$ cat src/rtl/cpu_prefetch.sv
// rtl/cpu_prefetch.sv - instruction fetch front end with a one-entry sequential prefetch buffer
// Demand misses go straight to the bus; after each response the next word is fetched speculatively.
module cpu_prefetch #(
   parameter int ENABLE_PREFETCH = 1
) (
   input  logic        i_clock,
   input  logic        i_reset,
   input  logic        i_request,
   output logic        o_ready,
   input  logic [31:0] i_address,
   output logic [31:0] o_rdata,
   output logic        o_bus_request,
   input  logic        i_bus_ready,
   output logic [31:0] o_bus_address,
   input  logic [31:0] i_bus_rdata
);

   localparam logic PF_EN = (ENABLE_PREFETCH != 0);

   typedef enum logic [1:0] {IDLE, FETCH, PREFETCH, DONE} state_t;

   state_t      state_q, state_d;
   logic        ready_q, ready_d;
   logic [31:0] rdata_q, rdata_d;
   logic        bus_request_q, bus_request_d;
   logic [31:0] bus_address_q, bus_address_d;
   logic        buf_valid_q, buf_valid_d;
   logic [31:0] buf_addr_q, buf_addr_d;
   logic [31:0] buf_data_q, buf_data_d;
   logic        pending_q, pending_d;
   logic [31:0] next_addr_q, next_addr_d;

   always_comb begin
      state_d       = state_q;
      ready_d       = 1'b0;
      rdata_d       = rdata_q;
      bus_request_d = bus_request_q;
      bus_address_d = bus_address_q;
      buf_valid_d   = buf_valid_q;
      buf_addr_d    = buf_addr_q;
      buf_data_d    = buf_data_q;
      pending_d     = pending_q;
      next_addr_d   = next_addr_q;
      case (state_q)
         IDLE: begin
            // Demand requests win over a pending prefetch.
            if (i_request) begin
               if (buf_valid_q && (buf_addr_q == i_address)) begin
                  rdata_d     = buf_data_q;
                  ready_d     = 1'b1;
                  next_addr_d = i_address + 32'd4;
                  pending_d   = PF_EN;
                  state_d     = DONE;
               end else begin
                  bus_address_d = i_address;
                  bus_request_d = 1'b1;
                  state_d       = FETCH;
               end
            end else if (pending_q) begin
               pending_d     = 1'b0;
               bus_address_d = next_addr_q;
               bus_request_d = 1'b1;
               state_d       = PREFETCH;
            end
         end
         FETCH: begin
            if (i_bus_ready) begin
               bus_request_d = 1'b0;
               rdata_d       = i_bus_rdata;
               ready_d       = 1'b1;
               next_addr_d   = i_address + 32'd4;
               pending_d     = PF_EN;
               state_d       = DONE;
            end
         end
         PREFETCH: begin
            if (i_bus_ready) begin
               buf_addr_d    = bus_address_q;
               buf_data_d    = i_bus_rdata;
               buf_valid_d   = 1'b1;
               bus_request_d = 1'b0;
               state_d       = IDLE;
            end
         end
         DONE: begin
            if (!i_request) state_d = IDLE;
         end
         default: state_d = IDLE;
      endcase
   end

   always_ff @(posedge i_clock) begin
      if (i_reset) begin
         state_q       <= IDLE;
         ready_q       <= 1'b0;
         rdata_q       <= 32'd0;
         bus_request_q <= 1'b0;
         bus_address_q <= 32'd0;
         buf_valid_q   <= 1'b0;
         buf_addr_q    <= 32'd0;
         buf_data_q    <= 32'd0;
         pending_q     <= 1'b0;
         next_addr_q   <= 32'd0;
      end else begin
         state_q       <= state_d;
         ready_q       <= ready_d;
         rdata_q       <= rdata_d;
         bus_request_q <= bus_request_d;
         bus_address_q <= bus_address_d;
         buf_valid_q   <= buf_valid_d;
         buf_addr_q    <= buf_addr_d;
         buf_data_q    <= buf_data_d;
         pending_q     <= pending_d;
         next_addr_q   <= next_addr_d;
      end
   end

   assign o_ready       = ready_q;
   assign o_rdata       = rdata_q;
   assign o_bus_request = bus_request_q;
   assign o_bus_address = bus_address_q;

endmodule

$ cat config.mk
export PLATFORM = sky130hd
export DESIGN_NAME = cpu_prefetch
export DESIGN_NICKNAME = d
export VERILOG_FILES = /design/src/rtl/cpu_prefetch.sv
export SDC_FILE = /design/constraint.sdc
export NUM_CORES = 1
export LEC_CHECK = 0
export CORE_UTILIZATION = 38
export DETAILED_ROUTE_END_ITERATION = 12
export PLACE_DENSITY = 0.62
export SYNTH_ARGS = -nofsm -noshare
export SYNTH_HDL_FRONTEND = slang
export SYNTH_SLANG_ARGS = --single-unit
$ cat constraint.sdc
create_clock -name i_clock -period 3.6 [get_ports i_clock]
set_input_delay 0.72 -clock i_clock [delete_from_list [all_inputs] [get_ports i_clock]]
set_output_delay 0.72 -clock i_clock [all_outputs]
set_load 0.05 [all_outputs]
==> impl_metrics.env, run 1 <==
export IMPL_ys_warnings_count=0
export IMPL_clk_pin_slew_ns=0.06
export IMPL_crit_arrival_ns=3.42
export IMPL_grt_setup_unrepaired="false"
export IMPL_synth_edf_count=0
export IMPL_coreArea_sq_mm=0.0197
export IMPL_async_flop_share=0
export IMPL_powerDensity_mw_per_mm2=687
export IMPL_synth_top_flop_cell="dfxtp_1"
export IMPL_wl_met3_microns=1450
export IMPL_whs_ns=0.452
export IMPL_synth_area_sq_mm=0.00770
export IMPL_p_total_mw=6.94
export IMPL_yosysUniqueCellTypes=40
export IMPL_r2r_setup_slack_ns=0.90
export IMPL_portBuffers=133
export IMPL_timing_rr_start="buf_addr_q[2]"
export IMPL_cts_root_buf="clkbuf_16"
export IMPL_critPathSlowestCell="or4_1"
export IMPL_hp_class="register to register"
export IMPL_grt_overflow=0
export IMPL_relSlewSlack=0.403
export IMPL_vdd_ir_drop_max_mv=0.441
export IMPL_hold_start="buf_data_q[28]"
export IMPL_cts_buffers=17
export IMPL_postRouteAntennaNets=0
export IMPL_post_cts_resized=0
export IMPL_finClkSkew_ns=0.0169
export IMPL_synth_seq_cells=166
export IMPL_yosysTopAreaCell="dfxtp_1"
export IMPL_p_seq_frac=0.339
export IMPL_crit_required_ns=3.93
export IMPL_finalCriticalPeriod_ns=3.09
export IMPL_setup_ws_ns=0.507
export IMPL_start_util=0.392
export IMPL_drive_gt1_frac=0.106
export IMPL_p_leak_nw=4.24
export IMPL_worstSkewPairLatency_ns=0.45
export IMPL_clock_sinks=166
export IMPL_status="finished clean"
export IMPL_max_freq_mhz=323
export IMPL_cts_max_level=4
export IMPL_pre_cts_slack_ns=0.116
export IMPL_cp_top_family="simple AND/OR/NAND/NOR gates"
export IMPL_ys_seq_area_frac=0.432
export IMPL_holdPathEnd="buf_data_q[28]"
export IMPL_vias=6940
export IMPL_critPathMostFrequentCell="buf_4"
export IMPL_antennaDiodeCount=0
export IMPL_worstPathMaxFanout=19
export IMPL_dr_first_iter_drc_count=568
export IMPL_fillers=1917
export IMPL_cpPeakStageDelay_ns=0.54
export IMPL_cts_hold_buf=0
export IMPL_yosys_area_top_type_share=0.432
export IMPL_dp_hpwl_microns=15200
export IMPL_postSynthAreaPerCell_sq_um=8.52
export IMPL_grt_pass1_vias=6432
export IMPL_worst_setup_path_start_kind="input pin"
export IMPL_synth_most_common_cell="dfxtp_1"
export IMPL_timing_final_crit_share=0.859
export IMPL_wl_met1_microns=10800
export IMPL_synthesis_nets=976
export IMPL_wire_per_inst_microns=17.6
export IMPL_grt_pass1_wl_microns=35800
export IMPL_synth_cells_most_frequent="dfxtp_1, nand2_1, a21oi_1, nor2_1, o21ai_0"
export IMPL_viasPerCell=5.34
export IMPL_final_max_slew_viol_count=0
export IMPL_hold_viol_final=0
export IMPL_rows=51
export IMPL_wirelength_microns=22900
export IMPL_clockPowerShare=0.290
export IMPL_highest_layer="met5"
export IMPL_cts_tree="yes"
export IMPL_internal_power_mw=4.35
export IMPL_worst_pin_slew_ns=0.895
export IMPL_dieArea_sq_mm=0.0208
export IMPL_die_h_microns=144
export IMPL_cap_viol_max_count=0
export IMPL_power_frac_comb=0.371
export IMPL_setup_viol_count_final=0
export IMPL_route_met2_wl_microns=10200
export IMPL_critPathBufInv=3
export IMPL_clockBufferDepth=2
export IMPL_cp_num_cells=9
export IMPL_route_detailed_drc=0
export IMPL_r2r_end="o_bus_address[17]"
export IMPL_synth_area_top_cells="dfxtp_1, nand2_1, o211a_1, a21oi_1, o21ai_0"
export IMPL_synthCells=903
export IMPL_cts_setup_buffers=0
export IMPL_antenna_found_initial=1
export IMPL_area_growth_pct=31.3
export IMPL_crit_type="input pin to register"
export IMPL_dr_pass1_iters=5
export IMPL_ioPinCount=134
export IMPL_hold_path_cell_count=2
export IMPL_p_sw_mw=2.60
export IMPL_switching_share=0.374
export IMPL_reg2reg_depth=8
export IMPL_globalplace_congestion=0.915
export IMPL_grt_use_total=0.225
export IMPL_cp_cell_sequence="clkdlybuf4s50_1 > xnor2_1 > nand3_1 > or4_1 > nor4_1 > buf_4 > o21ai_2 > buf_4 > o221a_2"
export IMPL_die_w_microns=144
export IMPL_tns_ns=0
export IMPL_nets=1095
export IMPL_grt_max_degree=81
export IMPL_critPathCaptureType="register"
-- sequential cells by signal, summed over array words and instances (netlist names), 2 cells and up --
signal / count
buf_data_q: 32
o_bus_address: 32
next_addr_q: 32
o_rdata: 32
state_q: 2
buf_addr_q: 32
-- tightest hold or removal path: cells and delay by family (launching register included) --
kind / cells / cell delay [ns]
and+or+nand+nor: 1 / 0.05
DFF: 1 / 0.31
AOI/OAI and AO/OA: 1 / 0.05
-- logic make-up after synthesis --
| group | share of synthesized area |
|---|---|
| AO/OA/AOI/OAI | 0.233 |
| XOR/XNOR | 0.0592 |
| adder cells (fa/ha/maj) | 0.00813 |
| buffers and inverters | 0.0481 |
| flip-flops | 0.432 |
| multiplexers | 0.0416 |
| AND/OR/NAND/NOR | 0.178 |
-- area by class of cell --
class | instances | area [sq um] | share of cell area
inverter | 10 | 37.5 | 0.00371
sequential | 166 | 3320 | 0.329
clock inverter | 10 | 166 | 0.0165
timing repair buffer | 177 | 1730 | 0.172
multi-input combinational | 650 | 4030 | 0.399
tap | 265 | 332 | 0.0328
clock buffer | 22 | 484 | 0.0479
-- power groups by stage --
stage,Clock (mW),Combinational (mW),Sequential [mW]
after floorplan,0,1.12,2.94
after global placement,0,2.57,2.39
after detailed placement,0,2.58,2.39
after CTS,2.04,2.59,2.35
after global routing,2.11,2.77,2.39
final,2.01,2.58,2.35
-- routing by layer --
layer | vias to the layer above | global-route usage
li1 | 3432 | -
met3 | 25 | 0.0550
met4 | 2 | 0.0748
met1 | 3280 | 0.305
met5 | - | 0
met2 | 201 | 0.347
-- placed cells by master (no fill, tap or decap), types with 2 or more instances in the layout --
cell type | synthesis | routed
nand2b_1 | 16 | 16
nor4_1 | 10 | 10
dfxtp_1 | 166 | 166
or4_1 | 2 | 2
nand3_1 | 19 | 19
ha_1 | 5 | 4
inv_6 | 0 | 2
o21ai_0 | 66 | 66
o31ai_1 | 2 | 2
xnor2_1 | 26 | 26
bufinv_16 | 0 | 4
clkbuf_8 | 0 | 4
o221ai_1 | 2 | 2
xor2_1 | 26 | 26
a211oi_1 | 3 | 3
nand2_1 | 144 | 143
and3_1 | 5 | 5
buf_12 | 0 | 6
nor3_1 | 7 | 7
nor2b_1 | 2 | 2
o221a_1 | 7 | 7
or3_1 | 3 | 3
o221a_2 | 25 | 25
o2111ai_1 | 2 | 2
buf_4 | 0 | 39
o211ai_1 | 10 | 10
a21oi_1 | 77 | 77
clkinvlp_4 | 0 | 2
a32o_1 | 2 | 2
mux2i_1 | 32 | 32
clkdlybuf4s50_1 | 0 | 132
inv_1 | 10 | 9
and4_1 | 3 | 3
nor2_1 | 77 | 76
nand4_1 | 16 | 16
and2_1 | 3 | 2
o211a_1 | 52 | 52
clkbuf_16 | 0 | 17
-- worst max-delay path by stage --
stage	slack, ns	start	end
floorplan	0.84	i_address[5]	o_rdata[0]
global placement	0.11	i_address[2]	o_bus_address[23]
detailed placement	0.12	i_address[2]	o_bus_address[8]
CTS	0.54	i_address[2]	o_bus_address[17]
global route	0.47	i_address[2]	o_bus_address[17]
finish	0.51	i_address[2]	o_bus_address[17]
-- per-stage QoR --
stage                     cell area [sq um]  instances   util
after floorplan                        7700        903      -
after global placement                 9460       1268  0.481
after detailed placement               9460       1268  0.481
after CTS                             10100       1300  0.514
after global routing                  10100       1300  0.514
final                                 10100       1300  0.514
(Power assumes the default switching activity.)
==> run 2, diff against run 1 <==
==> constraint.sdc (replaced) <==
create_clock -name i_clock -period 3 [get_ports i_clock]
set_input_delay 0.6 -clock i_clock [delete_from_list [all_inputs] [get_ports i_clock]]
set_output_delay 0.6 -clock i_clock [all_outputs]
set_load 0.05 [all_outputs]
==> run 2 against run 1 <==
  * First-iteration DRC count fell by 7.9%
  * Cell count rose by 2.4%
  * Wire length hardly changed
  * Flip-flop and latch count unchanged
  * Utilization is 0.84 points higher
  * Die area unchanged
  * Via count is 1.3% higher
  * Global-route usage increased by 0.10 points
  * Hold slack lost 0.0013 ns
  * Total power rose by 16%
  * Non-clock buffer count up 31
  * Largest power group unchanged
==> impl_metrics.env, run 2 (same netlist as run 1, synthesis figures left out) <==
export IMPL_globalplace_congestion=0.862
export IMPL_timing_final_crit_share=0.982
export IMPL_grt_max_degree=66
export IMPL_area_growth_pct=33.5
export IMPL_dr_pass1_iters=5
export IMPL_cts_max_level=4
export IMPL_cap_viol_max_count=0
export IMPL_rows=51
export IMPL_status="finished clean"
export IMPL_cts_buffers=17
export IMPL_p_leak_nw=4.34
export IMPL_cts_tree="yes"
export IMPL_max_freq_mhz=339
export IMPL_grt_overflow=0
export IMPL_grt_pass1_wl_microns=36200
export IMPL_setup_ws_ns=0.0541
export IMPL_drive_gt1_frac=0.129
export IMPL_hp_class="register to register"
export IMPL_crit_arrival_ns=3.26
export IMPL_dieArea_sq_mm=0.0208
export IMPL_post_cts_resized=0
export IMPL_clock_sinks=166
export IMPL_tns_ns=0
export IMPL_place_area_sq_mm=0.00973
export IMPL_vdd_ir_drop_max_mv=0.545
export IMPL_dp_hpwl_microns=15300
export IMPL_antenna_found_initial=0
export IMPL_p_total_mw=8.07
export IMPL_powerDensity_mw_per_mm2=786
export IMPL_worst_pin_slew_ns=1.07
export IMPL_fin_cells=1331
export IMPL_cp_cell_sequence="clkdlybuf4s50_1 > xnor2_1 > buf_4 > nand3_1 > or4_1 > nor4_1 > buf_4 > o21ai_2 > buf_12 > o221a_2"
export IMPL_hold_start="buf_data_q[15]"
export IMPL_wire_per_inst_microns=17.2
export IMPL_dr_first_iter_drc_count=523
export IMPL_cts_hold_buf=0
export IMPL_antennaDiodeCount=0
export IMPL_setup_viol_count_final=0
export IMPL_route_detailed_drc=0
export IMPL_mostFrequentLayoutCell="dfxtp_1"
export IMPL_final_max_slew_viol_count=0
export IMPL_worst_setup_path_start_kind="input pin"
export IMPL_crit_start="i_address[2]"
export IMPL_viasPerCell=5.28
export IMPL_clockBufferDepth=2
export IMPL_cp_top_family="simple AND/OR/NAND/NOR gates"
export IMPL_grt_use_total=0.226
export IMPL_critPathMostFrequentCell="buf_4"
export IMPL_whs_ns=0.451
export IMPL_vias=7031
export IMPL_ioPinCount=134
export IMPL_fin_area_sq_mm=0.0103
export IMPL_clk_pin_slew_ns=0.06
export IMPL_worstPathMaxFanout=22
export IMPL_relSlewSlack=0.287
export IMPL_finalCriticalPeriod_ns=2.95
export IMPL_cts_setup_buffers=0
export IMPL_die_h_microns=144
export IMPL_portBuffers=133
export IMPL_dp_cells=1299
export IMPL_die_w_microns=144
export IMPL_mostFrequentLayoutCells="dfxtp_1, nand2_1, clkdlybuf4s50_1"
export IMPL_critPathBufInv=4
export IMPL_start_util=0.392
export IMPL_worstSkewPairLatency_ns=0.43
export IMPL_coreArea_sq_mm=0.0197
export IMPL_finClkSkew_ns=0.00793
export IMPL_hold_viol_final=0
export IMPL_cts_root_buf="clkbuf_16"
export IMPL_final_util=0.523
export IMPL_grt_pass1_vias=6604
export IMPL_crit_type="input pin to register"
export IMPL_wirelength_microns=22900
export IMPL_cpPeakStageDelay_ns=0.54
export IMPL_crit_required_ns=3.31
export IMPL_postRouteAntennaNets=0
export IMPL_critPathCaptureType="register"
export IMPL_nets=1126
export IMPL_timing_rr_start="buf_addr_q[2]"
export IMPL_grt_setup_unrepaired="false"
export IMPL_pre_cts_slack_ns=-0.292
export IMPL_critPathSlowestCell="or4_1"
run 2: changes by cell type in the layout (fill, tap and decap cells not counted), sizes merged:
cell	delta
buf	+31
bufinv	-3
clkinv	+3
inv	-2
clkbuf	+1
clkinvlp	+1
run 2: path summary, 6_finish.rpt:
kind                            slack, ns                end  depth (start not counted)
worst min-delay path                 0.45     buf_data_q[15]                          2
worst min register to register       0.45     buf_data_q[15]                          2
worst max-delay path                 0.05  o_bus_address[12]                         10
worst max register to register       0.35  o_bus_address[12]                          9
run 2: power by group:
| group | total [mW] | internal, mW | switching, mW |
|---|---|---|---|
| registers | 2.84 | 2.57 | 0.268 |
| logic | 3.18 | 1.23 | 1.95 |
| clock network | 2.05 | 1.18 | 0.874 |
| total | 8.07 | 4.98 | 3.09 |
run 2: tightest hold or removal path, delay by kind of cell, from the launching register on:
kind               cells  cell delay, ns
and+or+nand+nor        1            0.05
DFF                    1            0.30
AOI/OAI and AO/OA      1            0.05
run 2: per-layer routing:
layer	vias up	track usage	wire length (microns)
li1	3488	-	-
met1	3331	0.307	10900
met2	195	0.361	10400
met3	17	0.0487	1320
met4	0	0.0576	237
met5	-	0	0
run 2: layout make-up:
cell class	instances	area, sq um
clock buffers	23	468
clock inverters	9	77.6
fillers	1904	9380
inverters	10	37.5
multi-input cells	650	4030
flip-flops and latches	166	3320
well taps	265	332
repair buffers	208	2000
==> run 3, diff against run 2 <==
--- a/config.mk
+++ b/config.mk
@@ -5,9 +5,11 @@
 export SDC_FILE = /design/constraint.sdc
 export NUM_CORES = 1
 export LEC_CHECK = 0
+export CORE_MARGIN = 2
 export CORE_UTILIZATION = 38
 export DETAILED_ROUTE_END_ITERATION = 12
 export PLACE_DENSITY = 0.62
+export REMOVE_ABC_BUFFERS = 1
 export SYNTH_ARGS = -nofsm -noshare
 export SYNTH_HDL_FRONTEND = slang
 export SYNTH_SLANG_ARGS = --single-unit
==> run 3 against run 2 <==
  * Critical path type unchanged
  * Final area increased by 0.82%
  * Flip-flop and latch count unchanged
  * Fmax grew 6.0%
  * Die area grew 2.8%
  * Non-clock buffer count rose by 9
  * Setup slack better by 0.17 ns
  * Sequential power barely moved
  * Hold slack improved by 0.0020 ns
  * Critical path depth is 2 lower
  * Largest cell class unchanged
  * First-iteration DRC count down 16%
==> impl_metrics.env, run 3 (same netlist as run 1, synthesis figures left out) <==
export IMPL_critPathBufInv=2
export IMPL_grt_setup_unrepaired="false"
export IMPL_cp_cell_sequence="clkdlybuf4s50_1 > xnor2_1 > nand3_1 > or3_1 > or4_1 > o21ai_4 > buf_12 > o211a_1"
export IMPL_dp_cells=1313
export IMPL_cpPeakStageDelay_ns=0.60
export IMPL_mostFrequentLayoutCells="dfxtp_1, nand2_1, clkdlybuf4s50_1"
export IMPL_timing_final_crit_share=0.926
export IMPL_cts_tree="yes"
export IMPL_critPathSlowestCell="or4_1"
export IMPL_cts_hold_buf=0
export IMPL_route_detailed_drc=0
export IMPL_worst_pin_slew_ns=0.707
export IMPL_dp_hpwl_microns=15700
export IMPL_relSlewSlack=0.528
export IMPL_wire_per_inst_microns=17.8
export IMPL_finalCriticalPeriod_ns=2.78
export IMPL_hold_viol_final=0
export IMPL_finClkSkew_ns=0.00795
export IMPL_multi_input_area_sq_mm=0.00403
export IMPL_viasPerCell=5.37
export IMPL_max_freq_mhz=360
export IMPL_cts_buffers=17
export IMPL_clk_pin_slew_ns=0.06
export IMPL_nets=1135
export IMPL_dieArea_sq_mm=0.0214
export IMPL_mostFrequentLayoutCell="dfxtp_1"
export IMPL_grt_use_total=0.224
export IMPL_dr_first_iter_drc_count=438
export IMPL_antenna_found_initial=0
export IMPL_cts_root_buf="clkbuf_16"
export IMPL_die_h_microns=146
export IMPL_cts_max_level=4
export IMPL_status="finished clean"
export IMPL_grt_pass1_vias=7002
export IMPL_final_max_slew_viol_count=0
export IMPL_start_util=0.384
export IMPL_cp_top_family="simple AND/OR/NAND/NOR gates"
export IMPL_ioPinCount=134
export IMPL_coreArea_sq_mm=0.0200
export IMPL_crit_required_ns=3.37
export IMPL_vdd_ir_drop_max_mv=0.403
export IMPL_crit_arrival_ns=3.15
export IMPL_wirelength_microns=23900
export IMPL_clockBufferDepth=2
export IMPL_portBuffers=133
export IMPL_cts_setup_buffers=0
export IMPL_crit_type="input pin to register"
export IMPL_antennaDiodeCount=0
export IMPL_fillers=1957
export IMPL_p_leak_nw=4.40
export IMPL_grt_overflow=0
export IMPL_worstSkewPairLatency_ns=0.43
export IMPL_globalplace_congestion=0.907
export IMPL_post_cts_resized=0
export IMPL_cap_viol_max_count=0
export IMPL_worstPathMaxFanout=32
export IMPL_fin_cells=1345
export IMPL_rows=52
export IMPL_register_area_sq_mm=0.00332
export IMPL_grt_pass1_wl_microns=38200
export IMPL_drive_gt1_frac=0.136
export IMPL_clock_sinks=166
export IMPL_hp_class="register to register"
export IMPL_whs_ns=0.453
export IMPL_die_w_microns=146
export IMPL_postRouteAntennaNets=0
export IMPL_grt_max_degree=57
export IMPL_critPathCaptureType="register"
export IMPL_area_growth_pct=34.5
export IMPL_worst_setup_path_start_kind="input pin"
export IMPL_dr_pass1_iters=5
export IMPL_powerDensity_mw_per_mm2=793
export IMPL_setup_viol_count_final=0
export IMPL_vias=7216
[run 3: routing by layer]
layer  global-route usage  wire length (microns)  vias to the layer above
met5                    0                      0                        -
met1                0.304                  11100                     3474
li1                     -                      -                     3510
met3               0.0528                   1510                       23
met2                0.362                  11000                      209
met4               0.0524                    276                        0
[run 3: path summary, 6_finish.rpt]
check / start / end / slack (ns) / cells after the start
worst max-delay path: i_address[21] / o_rdata[0] / 0.22 / 8
worst min-delay path: buf_data_q[6] / buf_data_q[6] / 0.45 / 2
worst max register to register: state_q[0] / next_addr_q[25] / 0.49 / 9
worst min register to register: buf_data_q[6] / buf_data_q[6] / 0.45 / 2
[run 3: layout make-up]
| class | count | area share |
|---|---|---|
| timing repair buffer | 217 | 0.199 |
| inverter | 10 | 0.00362 |
| clock inverter | 8 | 0.00930 |
| tap | 270 | 0.0326 |
| clock buffer | 24 | 0.0455 |
| multi-input combinational | 650 | 0.389 |
| sequential | 166 | 0.321 |
[run 3: through the flow]
| step | worst slack [ns] | setup TNS [ns] | area, sq um | power [mW] | utilization |
|---|---|---|---|---|---|
| 2_1_floorplan | -1.58 | -100.16 | 7360 | 4.77 | - |
| 3_3_place_gp | -0.153 | -11.29 | 9790 | 6.07 | 0.488 |
| 3_5_place_dp | -0.188 | -14.10 | 9790 | 6.10 | 0.488 |
| 4_1_cts | 0.223 | 0 | 10400 | 8.25 | 0.517 |
| 5_1_grt | 0.0490 | 0 | 10400 | 8.61 | 0.517 |
| 6_report | 0.222 | 0 | 10400 | 8.21 | 0.517 |
[run 3: worst reg2reg max path: cells and delay by family (launching register included)]
family	cells	cell delay [ns]
fa+ha+maj	1	0.38
flops	1	0.33
compound gates	3	0.64
simple gates	2	0.55
buf+inv	3	0.54
[run 3: where the power goes]
group          internal (mW)  total, mW  leakage, nW  switching, mW
clock network           1.27       2.15        0.278          0.884
registers               2.57       2.84         1.35          0.267
logic                   1.24       3.22         2.77           1.98
total                   5.08       8.21         4.40           3.13
